`config.mk`:
```
export PLATFORM = sky130hd
export DESIGN_NAME = uart_receiver
export DESIGN_NICKNAME = d
export VERILOG_FILES = /design/src/rtl/uart_receiver.sv
export SDC_FILE = /design/constraint.sdc
export NUM_CORES = 1
export LEC_CHECK = 0
export CAP_MARGIN = 15
export CELL_PAD_IN_SITES_DETAIL_PLACEMENT = 1
export CELL_PAD_IN_SITES_GLOBAL_PLACEMENT = 1
export CORE_UTILIZATION = 45
export DETAILED_ROUTE_END_ITERATION = 16
export GPL_TIMING_DRIVEN = 0
export PLACE_DENSITY_LB_ADDON = 0.15
export SLEW_MARGIN = 30
export SYNTH_ARGS = -nofsm -noshare
export SYNTH_HDL_FRONTEND = slang
export SYNTH_SLANG_ARGS = --single-unit
```
`constraint.sdc`:
```
create_clock -name clk_100MHz -period 2.8 [get_ports clk_100MHz]
set_input_delay 0.28 -clock clk_100MHz [delete_from_list [all_inputs] [get_ports clk_100MHz]]
set_output_delay 0.28 -clock clk_100MHz [all_outputs]
set_load 0.005 [all_outputs]
```
`src/rtl/uart_receiver.sv`:
```
// uart_receiver: 16x-oversampled serial receiver for 8N1-style frames.
// The raw line is synchronised first. A start bit is confirmed at its
// centre, each data bit is sampled at its centre (LSB first), and the stop
// bit is checked once. A completed frame is presented on data_out together
// with a one-clock rx_done pulse and a level framing_error flag.

module uart_receiver #(
  parameter int DBITS   = 8,
  parameter int SB_TICK = 16
) (
  input  logic             clk_100MHz,
  input  logic             reset,
  input  logic             rx,
  input  logic             sample_tick,
  output logic [DBITS-1:0] data_out,
  output logic             rx_done,
  output logic             framing_error,
  output logic             rx_busy
);

  // Sample counter must reach both 15 (data bit length) and SB_TICK-1.
  localparam int SW = ($clog2(SB_TICK) > 4) ? $clog2(SB_TICK) : 4;
  // Bit counter indexes the data bits; keep at least one bit for DBITS=1.
  localparam int NW = ($clog2(DBITS) > 1) ? $clog2(DBITS) : 1;

  localparam logic [SW-1:0] S_ZERO     = SW'(0);
  localparam logic [SW-1:0] S_ONE      = SW'(1);
  localparam logic [SW-1:0] S_MID      = SW'(7);
  localparam logic [SW-1:0] S_BIT_END  = SW'(15);
  localparam logic [SW-1:0] S_STOP_END = SW'(SB_TICK - 1);
  localparam logic [NW-1:0] N_ZERO     = NW'(0);
  localparam logic [NW-1:0] N_ONE      = NW'(1);
  localparam logic [NW-1:0] N_LAST     = NW'(DBITS - 1);

  typedef enum logic [1:0] {
    IDLE  = 2'd0,
    START = 2'd1,
    DATA  = 2'd2,
    STOP  = 2'd3
  } state_t;

  state_t           state_r;
  logic [SW-1:0]    s_cnt_r;
  logic [NW-1:0]    n_cnt_r;
  logic [DBITS-1:0] shreg_r;
  logic             sync1_r;
  logic             rx_s;

  // Two-flop synchroniser for the asynchronous line; resets to the idle level.
  always_ff @(posedge clk_100MHz or negedge reset) begin
    if (!reset) begin
      sync1_r <= 1'b1;
      rx_s    <= 1'b1;
    end else begin
      sync1_r <= rx;
      rx_s    <= sync1_r;
    end
  end

  // Receive FSM with counters, shift register and registered outputs.
  always_ff @(posedge clk_100MHz or negedge reset) begin
    if (!reset) begin
      state_r       <= IDLE;
      s_cnt_r       <= S_ZERO;
      n_cnt_r       <= N_ZERO;
      shreg_r       <= {DBITS{1'b0}};
      data_out      <= {DBITS{1'b0}};
      rx_done       <= 1'b0;
      framing_error <= 1'b0;
      rx_busy       <= 1'b0;
    end else begin
      // rx_done is a single-clock pulse unless the STOP branch raises it.
      rx_done <= 1'b0;
      case (state_r)
        IDLE: begin
          // A falling line starts a frame regardless of tick phase.
          if (!rx_s) begin
            state_r <= START;
            s_cnt_r <= S_ZERO;
            rx_busy <= 1'b1;
          end else begin
            rx_busy <= 1'b0;
          end
        end
        START: begin
          if (sample_tick) begin
            if (s_cnt_r == S_MID) begin
              if (!rx_s) begin
                // Start bit still low at its centre: real frame.
                state_r <= DATA;
                s_cnt_r <= S_ZERO;
                n_cnt_r <= N_ZERO;
              end else begin
                // Line recovered before the centre: glitch, drop it quietly.
                state_r <= IDLE;
                rx_busy <= 1'b0;
              end
            end else begin
              s_cnt_r <= s_cnt_r + S_ONE;
            end
          end
        end
        DATA: begin
          if (sample_tick) begin
            if (s_cnt_r == S_BIT_END) begin
              shreg_r <= {rx_s, shreg_r[DBITS-1:1]};
              s_cnt_r <= S_ZERO;
              if (n_cnt_r == N_LAST) begin
                state_r <= STOP;
              end else begin
                n_cnt_r <= n_cnt_r + N_ONE;
              end
            end else begin
              s_cnt_r <= s_cnt_r + S_ONE;
            end
          end
        end
        STOP: begin
          if (sample_tick) begin
            if (s_cnt_r == S_STOP_END) begin
              state_r       <= IDLE;
              data_out      <= shreg_r;
              framing_error <= ~rx_s;
              rx_done       <= 1'b1;
              rx_busy       <= 1'b0;
            end else begin
              s_cnt_r <= s_cnt_r + S_ONE;
            end
          end
        end
        default: begin
          state_r <= IDLE;
          s_cnt_r <= S_ZERO;
          n_cnt_r <= N_ZERO;
          rx_busy <= 1'b0;
        end
      endcase
    end
  end

endmodule

```
-- Word level (Yosys, flattened, before mapping)
Index checks and enable logic that the tools add are counted.
- bits in registers: 30
- memory bits (writable): 0
- bits of input ports: 4
- memories: 0
- latch bits: 0
- word-level logic and storage cells: 75
- bits in read-only memories: 0
- $mul: 0
- mux-type cells: 35
- shift operators: 0
- add/sub/neg operators: 2
- reduce and logical (&&, ||, !) cells: 9
- equality and inequality tests: 18
- div/mod/pow operators: 0
- bitwise gates (word level): 1
- order comparisons: 0
- operator list (kind ; number):
    4-bit 2-to-1 mux ; 7
    2-bit inequality test (second input constant) ; 12
    2-bit 2-to-1 mux ; 9
    3-bit 2-to-1 mux ; 6
    4-bit case mux with 4 select lines ; 1
    1-bit 2-to-1 mux ; 9
    2-bit case mux with 4 select lines ; 1
    8-bit AND reduction ; 1
    7-bit AND reduction ; 1
    3-bit case mux with 2 select lines ; 1
    3-bit AND reduction ; 2
    6-bit AND reduction ; 1
    4-bit by 1-bit adder with 4-bit output (second input constant) ; 1
    2-bit == test (second input constant) ; 2
    4-bit by 3-bit == test with 1-bit output (second input constant) ; 1
    4-bit == test (second input constant) ; 1
    4-bit AND reduction ; 1
    3-bit by 1-bit adder with 3-bit output (second input constant) ; 1
    3-bit == test (second input constant) ; 1
    1-bit case mux with 3 select lines ; 1
    3-bit nonzero test ; 1
    2-bit by 1-bit == test with 1-bit output (second input constant) ; 1
    2-bit logical NOT ; 1
    2-bit nonzero test ; 1
    1-bit inverter ; 1

-- Longest topological paths before layout
- word-level depth: 5
- mapped depth: 6

-- Worst setup path before layout
OpenSTA, ideal clock, no wires.
- path kind: register to register
- start: reg s_cnt_r[0]
- end: reg s_cnt_r[0]
- library setup time: 128 ps
- arrival time: 1546 ps
- stages on the path, launching flop included: 6
- clock period less this slack: 1673 ps
- path buffers: 0
- path slack: 1127 ps
- required time: 2672 ps
- cells stage by stage: dfrtp_1 > ha_1 > nor4bb_1 > o21ai_1 > or3b_1 > mux2_1
- word-level cells in the longest chain between the ends: 4
- ends and longest elaborated chain (what ; line ; source):
    start: declaration ; 43 ; logic [SW-1:0] s_cnt_r;
    start signal: assignment ; 99 ; s_cnt_r <= s_cnt_r + S_ONE;
    start signal: assignment ; 114 ; s_cnt_r <= s_cnt_r + S_ONE;
    start signal: assignment ; 127 ; s_cnt_r <= s_cnt_r + S_ONE;
    4-bit by 1-bit adder with 4-bit output (tied with other cells) ; 99, 114, 127 ;
    4-bit 2-to-1 mux (on tied branches) ; 120, 105, 87 ;
    4-bit 2-to-1 mux (on tied branches) ; 119, 104, 86 ;
    4-bit case mux with 4 select lines ; 74 ; case (state_r)
Several ways; a longest one is shown, not always the timed one. The select of a mux whose other input is x is not followed.
A chain may end at the register's enable or synchronous reset.

-- Worst setup path in the final report
Same ends and word-level chain as after synthesis.

==> impl_summary.txt <==
----------------------------------------------------
[Global routing]
  Pin count of the biggest net entering global routing ... 31
  Number of antenna violations at the first check in global routing ... 0
  Global-route wire length before repair ... 4630 µm
  Vias in the first global route ... 1001
  GRT Total Usage ... 0.199
  Total congestion overflow after global routing ... 0

[Logic synthesis]
  Simple-gate share of the synthesized area ... 0.115
  Mux cell area share after synthesis ... 0.169
  Main combinational cell family by area after synthesis ... multiplexers
  Mean post-synth cell area ... 12.6 µm²
  Count of distinct cell types in the synthesized netlist ... 31
  Yosys warning count ... 0
  Asr flop ratio synth ... 1.00
  Most used DFF post-synth ... sky130_fd_sc_hd__dfrtp_1
  Number of enable flip-flop cells after synthesis ... 0
  Compound-gate portion of the synthesized area ... 0.0793
  Post-Synthesis Net Count ... 112
  Register bit total from synthesis ... 30
  Xor-xnor portion of the synthesized cell area ... 0.00661
  Seq/Total Area, Yosys ... 0.568
  Mapped cell area ... 1330 µm²
  Share of synthesized cell area in full adder, half adder and majority cells ... 0.0283
  Cells after Synth ... 105

[Drt]
  Total Wirelength ... 2610 µm
  Initial DRC count ... 15
  DRC violation count after routing ... 0
  Number of nets with antenna violations after routing ... 0
  Detailed-route via count ... 912
  Via-to-Cell Ratio ... 5.77
  Number of optimization iterations in the first detailed-route pass ... 4
  Routed length per placed instance ... 16.5 µm

[Worst setup path]
  Data arrival, critical path ... 2.09 ns
  Worst path required time ... 3.02 ns
  Series of cell instances along the critical path ... ha_1, nor4bb_1, o21ai_1, or3b_1, mux2_1
  Peak per-stage delay on the critical path ... 0.42 ns
  Highest-delay cell along the critical path ... sky130_fd_sc_hd__or3b_1
  Highest fanout seen on the critical path ... 8
  Critical Path Start Type ... flip-flop
  CP Capture Type ... flip-flop
  Worst r2r path cells ... 5
  Crit path kind ... flip-flop to flip-flop

[STA]
  Fin. Hold Viols ... 0
  Setup-failing EPs final ... 0
  Setup Skew ... 0.00653 ns
  Rel. slew slack ... 0.561
  Slew Viols, Final ... 0
  Actual slew at the worst max-slew pin ... 0.659 ns
  Accumulated negative setup slack ... 0 ns
  Portion of the clock cycle consumed by the worst path in the final layout ... 0.668
  Unrepaired setup endpoints after global routing ... false
  Post-route worst hold slack ... 0.360 ns
  Post-route minimum period ... 1.87 ns
  Fmax ... 535 MHz

[Hold path]
  Count of cells along the worst hold path ... 0
  Min-delay worst type ... flip-flop to flip-flop

[Placed design]
  Port Buffer Count ... 13
  Cell count after placement ... 149
  Final HPWL from detailed placement ... 1850 µm
  Routability-driven placement congestion ratio ... 0.750

[Die]
  Die span in x ... 56.3 µm
  Core footprint ... 2780 µm²
  Number of placement rows ... 19
  Die H ... 56.3 µm
  Initial standard-cell utilization of the core ... 0.476
  Ports ... 15
  Area enclosed by the die boundary ... 3170 µm²

[Clock tree]
  Bufs on Longest Clock Path ... 2
  CTS tree ... yes
  Sink Count ... 30
  Clk Latency, worst-skew pair ... 0.33 ns
  Post-CTS setup buffer count ... 0
  Clock tree root buffer cell ... sky130_fd_sc_hd__clkbuf_4
  Register clock-pin slew on the reported worst setup and hold paths ... 0.10 ns
  Post-cts sizing count ... 0
  H-tree Lvls ... 2
  Cts bufs inserted ... 5

[Layout]
  Final nets ... 133
  Ant. Diodes ... 0
  Number of standard cells in the final layout excluding fillers ... 158
  Most frequent cells in the layout ... sky130_fd_sc_hd__dfrtp_1, sky130_fd_sc_hd__mux2_2, sky130_fd_sc_hd__clkdlybuf4s50_1, sky130_fd_sc_hd__buf_2
  Core occupancy in the finished layout ... 0.561
  Commonest non-fill, non-tap cell in the layout ... sky130_fd_sc_hd__dfrtp_1
  Fraction of layout cells with a size suffix above 1 ... 0.252
  Layout area overhead ... 17.7%

[Flow run]
  Max capacitance violation total ... 0

[Outcome]
  Status ... complete, no violations

[Pwr]
  Static leakage power ... 0.762 nW
  Total power of the final layout ... 0.00115 W
  Areal power density over the cells ... 739 nW/µm²
  Worst vdd rail ir drop ... 0.386 mV

----------------------------------------------------
timing repair:
item / CTS / global route
endpoints found under the hold margin: 28 / 0
setup endpoints to repair: 0 / 0
hold buffers: 1 / 0
per-layer routing:
layer / share of wire / routed length, µm / global-route usage / vias to the layer above
met1: 0.43 / 1110 / 0.228 / 458
met2: 0.50 / 1300 / 0.323 / 26
met5: 0 / 0 / 0 / -
met3: 0.050 / 130 / 0.0760 / 10
met4: 0.026 / 68 / 0.105 / 0
li1: - / - / - / 418
cell type report:
cell class                      instances  area, µm²
Clock buffer                            7       55.1
Buffer                                  6       32.5
Inverter                                3       11.3
Clock inverter                          1       5.00
Timing Repair Buffer                   14        135
Tap cell                               31       38.8
Sequential cell                        30        753
Multi-Input combinational cell         66        528
Fill cell                             290       1220
report_power, final:
group          leakage [nW]  switching [W]  internal, W  total [W]
clock                0.0353       0.000149     0.000122   0.000271
combinational         0.334       0.000205     0.000153   0.000359
sequential            0.393      0.0000331     0.000489   0.000522
total                 0.762       0.000388     0.000764    0.00115
sequential cells by signal, summed over array words and instances, names as in the netlist, 3 cells and up, named ones only:
| name | count |
|---|---|
| n_cnt_r | 3 |
| shreg_r | 8 |
| data_out | 8 |
| s_cnt_r | 4 |
cells in the mapped netlist (2+ instances only):
cell,number,share of area
sky130_fd_sc_hd__a21oi_1,2,0.0076
sky130_fd_sc_hd__a22o_1,4,0.026
sky130_fd_sc_hd__buf_2,5,0.019
sky130_fd_sc_hd__dfrtp_1,28,0.53
sky130_fd_sc_hd__dfstp_2,2,0.040
sky130_fd_sc_hd__ha_1,3,0.028
sky130_fd_sc_hd__inv_1,3,0.0085
sky130_fd_sc_hd__mux2_1,5,0.042
sky130_fd_sc_hd__mux2_2,14,0.12
sky130_fd_sc_hd__nand2_1,5,0.014
sky130_fd_sc_hd__nand3_1,4,0.015
sky130_fd_sc_hd__nor2_1,4,0.011
sky130_fd_sc_hd__nor3_1,3,0.011
sky130_fd_sc_hd__o21ai_0,5,0.019
sky130_fd_sc_hd__o21ai_1,2,0.0076
path summary, 6_finish.rpt:
path                                             start                      end  slack [ns]
worst max-delay path            s_cnt_r[0]$_DFFE_PN0P_   s_cnt_r[0]$_DFFE_PN0P_        0.93
worst min-delay path                 sync1_r$_DFF_PN1_           rx_s$_DFF_PN1_        0.36
worst max register to register  s_cnt_r[0]$_DFFE_PN0P_   s_cnt_r[0]$_DFFE_PN0P_        0.93
worst min register to register       sync1_r$_DFF_PN1_           rx_s$_DFF_PN1_        0.36
max in group asynchronous                        reset  data_out[0]$_DFFE_PN0P_        1.86
min in group asynchronous                        reset   s_cnt_r[2]$_DFFE_PN0P_        0.51
cells by family (layout without fill, tap and decap cells):
group / after synthesis / after routing
AO/OA/AOI/OAI: 16 / 16
XOR/XNOR: 1 / 1
adder cells (fa/ha/maj): 3 / 3
buffers and inverters: 9 / 31
flip-flops: 30 / 30
multiplexers: 20 / 20
AND/OR/NAND/NOR: 26 / 26
per-stage QoR:
stage | setup slack [ns] | instance area [µm²]
after floorplan | 1.13 | 1330
after global placement | 0.959 | 1490
after detailed placement | 0.956 | 1490
after CTS | 0.935 | 1560
after global routing | 0.703 | 1560
final | 0.929 | 1560
worst max-delay path: cells and delay by family, from the launching register on:
family                     cells  cell delay [ns]
DFF                            1             0.41
adders and majority gates      1             0.30
and+or+nand+nor                2             0.60
muxes                          1             0.31
AOI/OAI and AO/OA              1             0.14
Power figures use the tool's default switching activity.
